$ cat src/rtl/bcd_pkg.sv
// Shared BCD definitions: digit width, maximum digit value and the
// single-digit step/saturation helpers used by the counter chain.
package bcd_pkg;

    localparam int         BCD_DIGIT_W   = 4;
    localparam logic [3:0] BCD_MAX_DIGIT = 4'd9;

    // One BCD digit step. When i_cin is low the digit passes through.
    // Returns {carry/borrow out, next digit}.
    function automatic logic [4:0] bcd_digit_step(
        input logic [3:0] i_digit,
        input logic       i_up,
        input logic       i_cin
    );
        logic [4:0] r_res;
        if (!i_cin) begin
            r_res = {1'b0, i_digit};
        end else if (i_up) begin
            if (i_digit >= BCD_MAX_DIGIT) begin
                r_res = {1'b1, 4'd0};
            end else begin
                r_res = {1'b0, i_digit + 4'd1};
            end
        end else begin
            if (i_digit == 4'd0) begin
                r_res = {1'b1, BCD_MAX_DIGIT};
            end else begin
                r_res = {1'b0, i_digit - 4'd1};
            end
        end
        return r_res;
    endfunction

    // Clamp a raw nibble into the legal BCD range 0..9.
    function automatic logic [3:0] bcd_digit_sat(input logic [3:0] i_digit);
        logic [3:0] r_res;
        if (i_digit > BCD_MAX_DIGIT) begin
            r_res = BCD_MAX_DIGIT;
        end else begin
            r_res = i_digit;
        end
        return r_res;
    endfunction

endpackage

$ cat src/rtl/tick_gen.sv
// Clock divider producing a one-cycle internal tick every DIV enabled
// cycles. Pausing freezes the phase so a resumed period is not shortened
// or stretched.
module tick_gen #(
    parameter int CLK_FREQ = 50000000,
    parameter int TICK_HZ  = 1
) (
    input  logic iCLK,
    input  logic iRST,
    input  logic iEN,
    input  logic iCLR,
    output logic oTICK_INT
);

    localparam int DIV = CLK_FREQ / TICK_HZ;
    localparam int CW  = (DIV < 2) ? 1 : $clog2(DIV);
    localparam logic [CW-1:0] DIV_M1 = CW'(DIV - 1);
    localparam logic [CW-1:0] ONE    = CW'(1);

    if (DIV < 2) begin : g_bad_div
        $error("tick_gen: CLK_FREQ/TICK_HZ must be at least 2");
    end

    logic [CW-1:0] r_div;
    logic          w_at_end;

    assign w_at_end  = (r_div == DIV_M1);
    assign oTICK_INT = iEN & w_at_end;

    // Divider phase: restart on clear, advance only while enabled.
    always_ff @(posedge iCLK or posedge iRST) begin
        if (iRST) begin
            r_div <= '0;
        end else if (iCLR) begin
            r_div <= '0;
        end else if (iEN) begin
            if (w_at_end) begin
                r_div <= '0;
            end else begin
                r_div <= r_div + ONE;
            end
        end else begin
            r_div <= r_div;
        end
    end

endmodule

$ cat src/rtl/bcd_tick_counter.sv
// N-digit BCD up/down counter with a rotating one-hot LED ring, stepped
// by a divided tick. Every output is a flop.
module bcd_tick_counter
    import bcd_pkg::*;
#(
    parameter int CLK_FREQ   = 50000000,
    parameter int TICK_HZ    = 1,
    parameter int NUM_DIGITS = 4,
    parameter int RING_WIDTH = 8
) (
    input  logic                              iCLK,
    input  logic                              iRST,
    input  logic                              iEN,
    input  logic                              iUP,
    input  logic                              iCLR,
    input  logic                              iLOAD,
    input  logic [BCD_DIGIT_W*NUM_DIGITS-1:0] iLOAD_VAL,
    output logic [BCD_DIGIT_W*NUM_DIGITS-1:0] oBCD,
    output logic [RING_WIDTH-1:0]             oRING,
    output logic                              oTICK,
    output logic                              oWRAP
);

    localparam int BW = BCD_DIGIT_W * NUM_DIGITS;
    localparam logic [RING_WIDTH-1:0] RING_RESET = RING_WIDTH'(1);

    if (NUM_DIGITS < 1 || NUM_DIGITS > 8) begin : g_bad_digits
        $error("bcd_tick_counter: NUM_DIGITS must be 1..8");
    end
    if (RING_WIDTH < 2) begin : g_bad_ring
        $error("bcd_tick_counter: RING_WIDTH must be at least 2");
    end

    logic                  w_tick;
    logic [NUM_DIGITS:0]   w_carry;
    logic [BW-1:0]         w_next_bcd;
    logic [BW-1:0]         w_load_sat;
    logic [RING_WIDTH-1:0] w_next_ring;
    logic [BW-1:0]         r_bcd;
    logic [RING_WIDTH-1:0] r_ring;
    logic                  r_tick;
    logic                  r_wrap;

    // Load and clear both restart the divider phase.
    tick_gen #(
        .CLK_FREQ (CLK_FREQ),
        .TICK_HZ  (TICK_HZ)
    ) u_tick_gen (
        .iCLK      (iCLK),
        .iRST      (iRST),
        .iEN       (iEN),
        .iCLR      (iCLR | iLOAD),
        .oTICK_INT (w_tick)
    );

    // Digit 0 always receives the step request; carries ripple upward.
    assign w_carry[0] = 1'b1;

    for (genvar gi = 0; gi < NUM_DIGITS; gi++) begin : g_digit
        logic [4:0] w_step;
        assign w_step = bcd_digit_step(r_bcd[gi*BCD_DIGIT_W +: BCD_DIGIT_W], iUP, w_carry[gi]);
        assign w_next_bcd[gi*BCD_DIGIT_W +: BCD_DIGIT_W] = w_step[3:0];
        assign w_carry[gi+1] = w_step[4];
        assign w_load_sat[gi*BCD_DIGIT_W +: BCD_DIGIT_W] =
            bcd_digit_sat(iLOAD_VAL[gi*BCD_DIGIT_W +: BCD_DIGIT_W]);
    end

    // Ring rotates left when counting up, right when counting down.
    always_comb begin
        w_next_ring = r_ring;
        if (iUP) begin
            w_next_ring = {r_ring[RING_WIDTH-2:0], r_ring[RING_WIDTH-1]};
        end else begin
            w_next_ring = {r_ring[0], r_ring[RING_WIDTH-1:1]};
        end
    end

    // Count/ring state and strobes, priority clear > load > tick.
    always_ff @(posedge iCLK or posedge iRST) begin
        if (iRST) begin
            r_bcd  <= '0;
            r_ring <= RING_RESET;
            r_tick <= 1'b0;
            r_wrap <= 1'b0;
        end else if (iCLR) begin
            r_bcd  <= '0;
            r_ring <= RING_RESET;
            r_tick <= 1'b0;
            r_wrap <= 1'b0;
        end else if (iLOAD) begin
            r_bcd  <= w_load_sat;
            r_ring <= r_ring;
            r_tick <= 1'b0;
            r_wrap <= 1'b0;
        end else if (w_tick) begin
            r_bcd  <= w_next_bcd;
            r_ring <= w_next_ring;
            r_tick <= 1'b1;
            r_wrap <= w_carry[NUM_DIGITS];
        end else begin
            r_bcd  <= r_bcd;
            r_ring <= r_ring;
            r_tick <= 1'b0;
            r_wrap <= 1'b0;
        end
    end

    assign oBCD  = r_bcd;
    assign oRING = r_ring;
    assign oTICK = r_tick;
    assign oWRAP = r_wrap;

endmodule

$ cat config.mk
export PLATFORM = sky130hd
export DESIGN_NAME = bcd_tick_counter
export DESIGN_NICKNAME = d
export VERILOG_FILES = /design/src/rtl/bcd_pkg.sv /design/src/rtl/tick_gen.sv /design/src/rtl/bcd_tick_counter.sv
export SDC_FILE = /design/constraint.sdc
export NUM_CORES = 1
export LEC_CHECK = 0
export CORE_UTILIZATION = 60
export DETAILED_ROUTE_END_ITERATION = 10
export PLACE_DENSITY = 0.86
export REMOVE_ABC_BUFFERS = 1
export SETUP_SLACK_MARGIN = 0.1
export SYNTH_ARGS = -nofsm -noshare
export SYNTH_HDL_FRONTEND = slang
export SYNTH_HIERARCHICAL = 1
export SYNTH_SLANG_ARGS = --single-unit
$ cat constraint.sdc
create_clock -name iCLK -period 7.5 [get_ports iCLK]
set_clock_uncertainty 0.05 [all_clocks]
set_input_delay 1.5 -clock iCLK [delete_from_list [all_inputs] [get_ports iCLK]]
set_output_delay 1.5 -clock iCLK [all_outputs]
set_load 0.02 [all_outputs]
### Word level (Yosys, flattened, before mapping)

Index checks and enable logic that the tools add are counted.

| word-level totals | value |
|---|---|
| flip-flop bits (word level) | 52 |
| input port bits | 22 |
| logic and storage cells | 78 |

| operators by class | value |
|---|---|
| add/subtract/negate cells | 9 |
| $lt $le $gt $ge | 8 |
| equal/unequal tests | 2 |
| muxes and demuxes | 35 |
| bitwise logic cells | 2 |
| reductions and logical operators | 14 |

Operators with widths:

| operator | count |
|---|---|
| 2-to-1 mux 26 bit | 3 |
| 2-to-1 mux 5 bit | 15 |
| 2-to-1 mux 16 bit | 3 |
| 2-to-1 mux 8 bit | 4 |
| adder 26 x 1 -> 26 bit (second input constant) | 1 |
| == test 26 bit (second input constant) | 1 |
| adder 4 x 1 -> 4 bit (second input constant) | 4 |
| greater-or-equal comparator 4 bit (second input constant) | 4 |
| greater-than comparator 4 bit (second input constant) | 4 |
| zero test 4 bit | 4 |
| 2-to-1 mux 4 bit | 4 |
| subtractor 4 x 1 -> 4 bit (second input constant) | 4 |
| nonzero test 3 bit | 4 |
| AND reduction 2 bit | 4 |
| 2-to-1 mux 1 bit | 6 |
| nonzero test 2 bit | 2 |
| inequality test 2 bit (second input constant) | 1 |
| bitwise AND 1 bit | 1 |
| OR 1 bit | 1 |

### Logic depth before layout (Yosys ltp)

| logic depth | value |
|---|---|
| depth in word-level cells | 9 |
| depth in mapped cells | 9 |
| depth with buffers taken out | 9 |

### Modules after synthesis

Netlist, hierarchy kept.

Modules (own cells, without submodules):

| module | instances | cells an instance | area an instance (um2) | seq. area each (um2) |
|---|---|---|---|---|
| bcd_tick_counter | 1 | 273 | 2265.9 | 651.9 |
| tick_gen | 1 | 150 | 1406.3 | 650.6 |

### Worst setup path after synthesis

No wires, ideal clock.

| timing path | value |
|---|---|
| path kind | input to register |
| from | input iCLR |
| to | register u_tick_gen.r_div[25] |
| setup time | 0.077 ns |
| data arrival time | 3.149 ns |
| required time | 7.373 ns |
| setup slack | 4.223 ns |
| stages on the path | 6 |
| cell sequence | nor2_1 > inv_1 > o2111ai_2 > or4_4 > or4_1 > a21oi_1 |

| on the way | value |
|---|---|
| word-level cells in the longest chain between the ends | 2 |
| elaborated cells on any way between the ends | 3 |

RTL lines:

| item | line | source |
|---|---|---|
| from (decl) | bcd_tick_counter.sv:15 | `input logic iCLR,` |
| OR 1 bit * | bcd_tick_counter.sv:52 | `.iCLR (iCLR \| iLOAD),` |
| 2-to-1 mux 26 bit / nonzero test 2 bit (equally long branches) | n/a |  |
| to (signal assigned) | tick_gen.sv:40 | `r_div <= r_div + ONE;` |
| to (signal assigned) | tick_gen.sv:43 | `r_div <= r_div;` |
| to (decl) | tick_gen.sv:24 | `logic [CW-1:0] r_div;` |

Mark *: on every way between the ends. The rest lies on a longest branch, timed or not.
A chain may end at the register's enable or synchronous reset.

### Final worst setup path

| timing path | value |
|---|---|
| from | input iLOAD |
| to | register u_tick_gen.r_div[25] |

| on the way | value |
|---|---|
| word-level cells in the longest chain between the ends | 2 |
| elaborated cells on any way between the ends | 3 |

RTL lines:

| item | line | source |
|---|---|---|
| from (decl) | bcd_tick_counter.sv:16 | `input logic iLOAD,` |
| OR 1 bit * | bcd_tick_counter.sv:52 |  |
| 2-to-1 mux 26 bit / nonzero test 2 bit (equally long branches) | n/a |  |

Marked as above.

==> impl_metrics.json <==
{
  "outcome": "complete, no violations",
  "finalHoldViolCount": 0,
  "crit_type": "input port to register",
  "cp-start-kind": "input port",
  "grt_pass1_vias": 3222,
  "initial_core_util": 0.620,
  "place_area_um2": 4140,
  "cp_slowest_stage_delay_ns": 0.96,
  "slowest_stage": "clkdlybuf4s50_1",
  "path_cells": "clkdlybuf4s50_1, nor2_1, inv_1, o2111ai_2, or4_4, or4_1, a21oi_1",
  "cts_max_path_buffers": 2,
  "syn_avg_cell_area_um2": 8.68,
  "fp.coreArea_um2": 5920,
  "synth_cell_types": 72,
  "root_buffer": "clkbuf_8",
  "die_y_um": 80.2,
  "final_common_cell": "dfrtp_1",
  "slew_headroom": 0.320,
  "dieArea_um2": 6440,
  "drc": 0,
  "drtPass1Iterations": 5,
  "maxCapViolations": 0,
  "syn_area_um2": 3670,
  "cts_buffers": 5,
  "vias_per_cell": 6.49,
  "synth_edf_count": 0,
  "postSynthCellCount": 423,
  "p_sw_uw": 178,
  "peakVddDrop_mv": 0.114,
  "nets": 493,
  "drt_iter0_markers": 157,
  "crit_fanout": 21,
  "ys_ff_latch": 52,
  "seqPwrFrac": 0.461,
  "cts_resized": 0,
  "antenna_found_initial": 0,
  "path_clk_slew_ns": 0.10,
  "postRouteAntennaNets": 0,
  "fin_ws_ns": 3.10,
  "numPortBuffers": 47,
  "layout-drive-gt1-share": 0.0721,
  "cts.sinks": 52,
  "clock_latency_ns": 0.31,
  "cts_max_level": 2,
  "grt_first_pass_wirelength_um": 14600,
  "async_flop_share": 1.00,
  "cp_top_family": "simple AND/OR/NAND/NOR gates",
  "seqCellArea_um2": 1300,
  "crit_path_end_kind": "register",
  "cp.required_ns": 7.70,
  "wl_um": 8570,
  "internal_power_uw": 473,
  "min_path_type": "register to register",
  "areaGrowthSynthToFinish_pct": 16.5,
  "postSynth.topFlopCell": "dfrtp_1",
  "gp_congestion": 0.900,
  "worstMarginPinSlew_ns": 1.02,
  "post-route-min-period_ns": 4.40,
  "clockPowerShare": 0.355,
  "cts_hold_buf": 0,
  "pin_count": 48,
  "dieWidth_um": 80.2,
  "grt_max_degree": 45,
  "yosys_warnings": 6,
  "finalSetupTns_ns": 0,
  "wl_per_cell_um": 16.1,
  "layout_common_cells": "dfrtp_1 (51), clkdlybuf4s50_1 (47), nor2_1 (35), nand2_1 (35), inv_1 (33)",
  "grt-ovfl-total": 0,
  "setup_viol": 0,
  "row_count": 28,
  "fin_area_um2": 4280,
  "fill_cells": 444,
  "cp.arrival_ns": 4.60,
  "fin_crit_sh": 0.587,
  "multi_input_area_um2": 2130,
  "hpwl_um": 6040,
  "power_density_nw_per_um2": 152,
  "antenna_cells": 0,
  "power.share.switching": 0.273,
  "vias": 3458,
  "comb_power_share": 0.185,
  "p_leak_nw": 1.64,
  "fmax_mhz": 227,
  "dp_slack_ns": 2.82,
  "rsz0062_at_grt": "false",
  "cp_num_buf_inv": 2,
  "grt_util_all_layers": 0.284,
  "ys_seq_area_frac": 0.355,
  "postCtsSetupBuffers": 0,
  "cts_tree": "yes",
  "slew_viol_final": 0
}
==> power by group through the flow <==
stage	Combinational, mW	Sequential, mW	Clock, mW
2_1_floorplan	0.0678	0.308	0
3_3_place_gp	0.116	0.305	0
3_5_place_dp	0.119	0.305	0
4_1_cts	0.120	0.300	0.233
5_1_grt	0.132	0.301	0.243
6_report	0.120	0.300	0.231
==> layer usage <==
layer  global-route usage  part of all wire  vias up
met4               0.0875             0.011        0
li1                     -                 -     1636
met5                    0                 0        -
met3               0.0352             0.051       13
met2                0.513              0.51      123
met1                0.351              0.43     1686
==> cells in the mapped netlist (7+ instances only) <==
| library cell | instances | area, um2 |
|---|---|---|
| clkbuf_1 | 9 | 33.8 |
| or4_1 | 7 | 52.6 |
| buf_2 | 8 | 40.0 |
| nor2_1 | 35 | 131 |
| o31ai_1 | 12 | 90.1 |
| dfrtp_1 | 51 | 1280 |
| nand2_1 | 35 | 131 |
| xnor2_1 | 10 | 87.6 |
| o21ai_0 | 31 | 155 |
| nand3_1 | 9 | 45.0 |
| or3_1 | 9 | 56.3 |
| mux2i_1 | 11 | 110 |
| nand4_1 | 9 | 56.3 |
| a21oi_1 | 29 | 145 |
| ha_1 | 14 | 175 |
| inv_1 | 33 | 124 |
==> per-stage QoR <==
stage	hold slack (ns)	power, mW	std cells	utilization
3_5_place_dp	0.476	0.424	525	0.699
3_3_place_gp	0.468	0.421	525	0.699
6_report	0.499	0.651	533	0.722
4_1_cts	0.503	0.653	533	0.722
5_1_grt	0.528	0.677	533	0.722
2_1_floorplan	0.463	0.376	400	-
==> state kept, by name (all words and copies together) (netlist names) <==
register	cells
oBCD	16
oWRAP	1
u_tick_gen/r_div	26
oTICK	1
oRING	8
==> tightest hold or removal path, stage by stage, from the launching register on <==
cell     delay (ns)
dfrtp_1        0.40
nand2_1        0.06
o21ai_0        0.06
==> logic make-up after synthesis <==
family,count (synthesis),share of synthesized area
DFF,52,0.355
and+or+nand+nor,146,0.216
AOI/OAI and AO/OA,132,0.256
xor gates and xnor gates,12,0.0286
muxes,11,0.0300
buffers and inverters,56,0.0664
adders and majority gates,14,0.0477
==> final timing paths <==
kind                                     startpoint              endpoint  slack [ns]  depth (start not counted)
worst max-delay path                          iLOAD  u_tick_gen/r_div[25]        3.10                          7
worst min-delay path                       oRING[2]              oRING[2]        0.50                          2
worst max register to register  u_tick_gen/r_div[0]              oBCD[14]        4.55                         10
worst min register to register             oRING[2]              oRING[2]        0.50                          2
max in group asynchronous                      iRST               oBCD[2]        5.07                          2
min in group asynchronous                      iRST  u_tick_gen/r_div[16]        1.67                          2
==> area by class of cell <==
class / count / area share
clock inverter: 3 / 0.0161
timing repair buffer: 50 / 0.115
clock buffer: 5 / 0.0161
sequential: 52 / 0.305
inverter: 33 / 0.0290
multi-input combinational: 315 / 0.497
tap: 75 / 0.0219
Note: power is estimated with default switching activity, not from simulation.
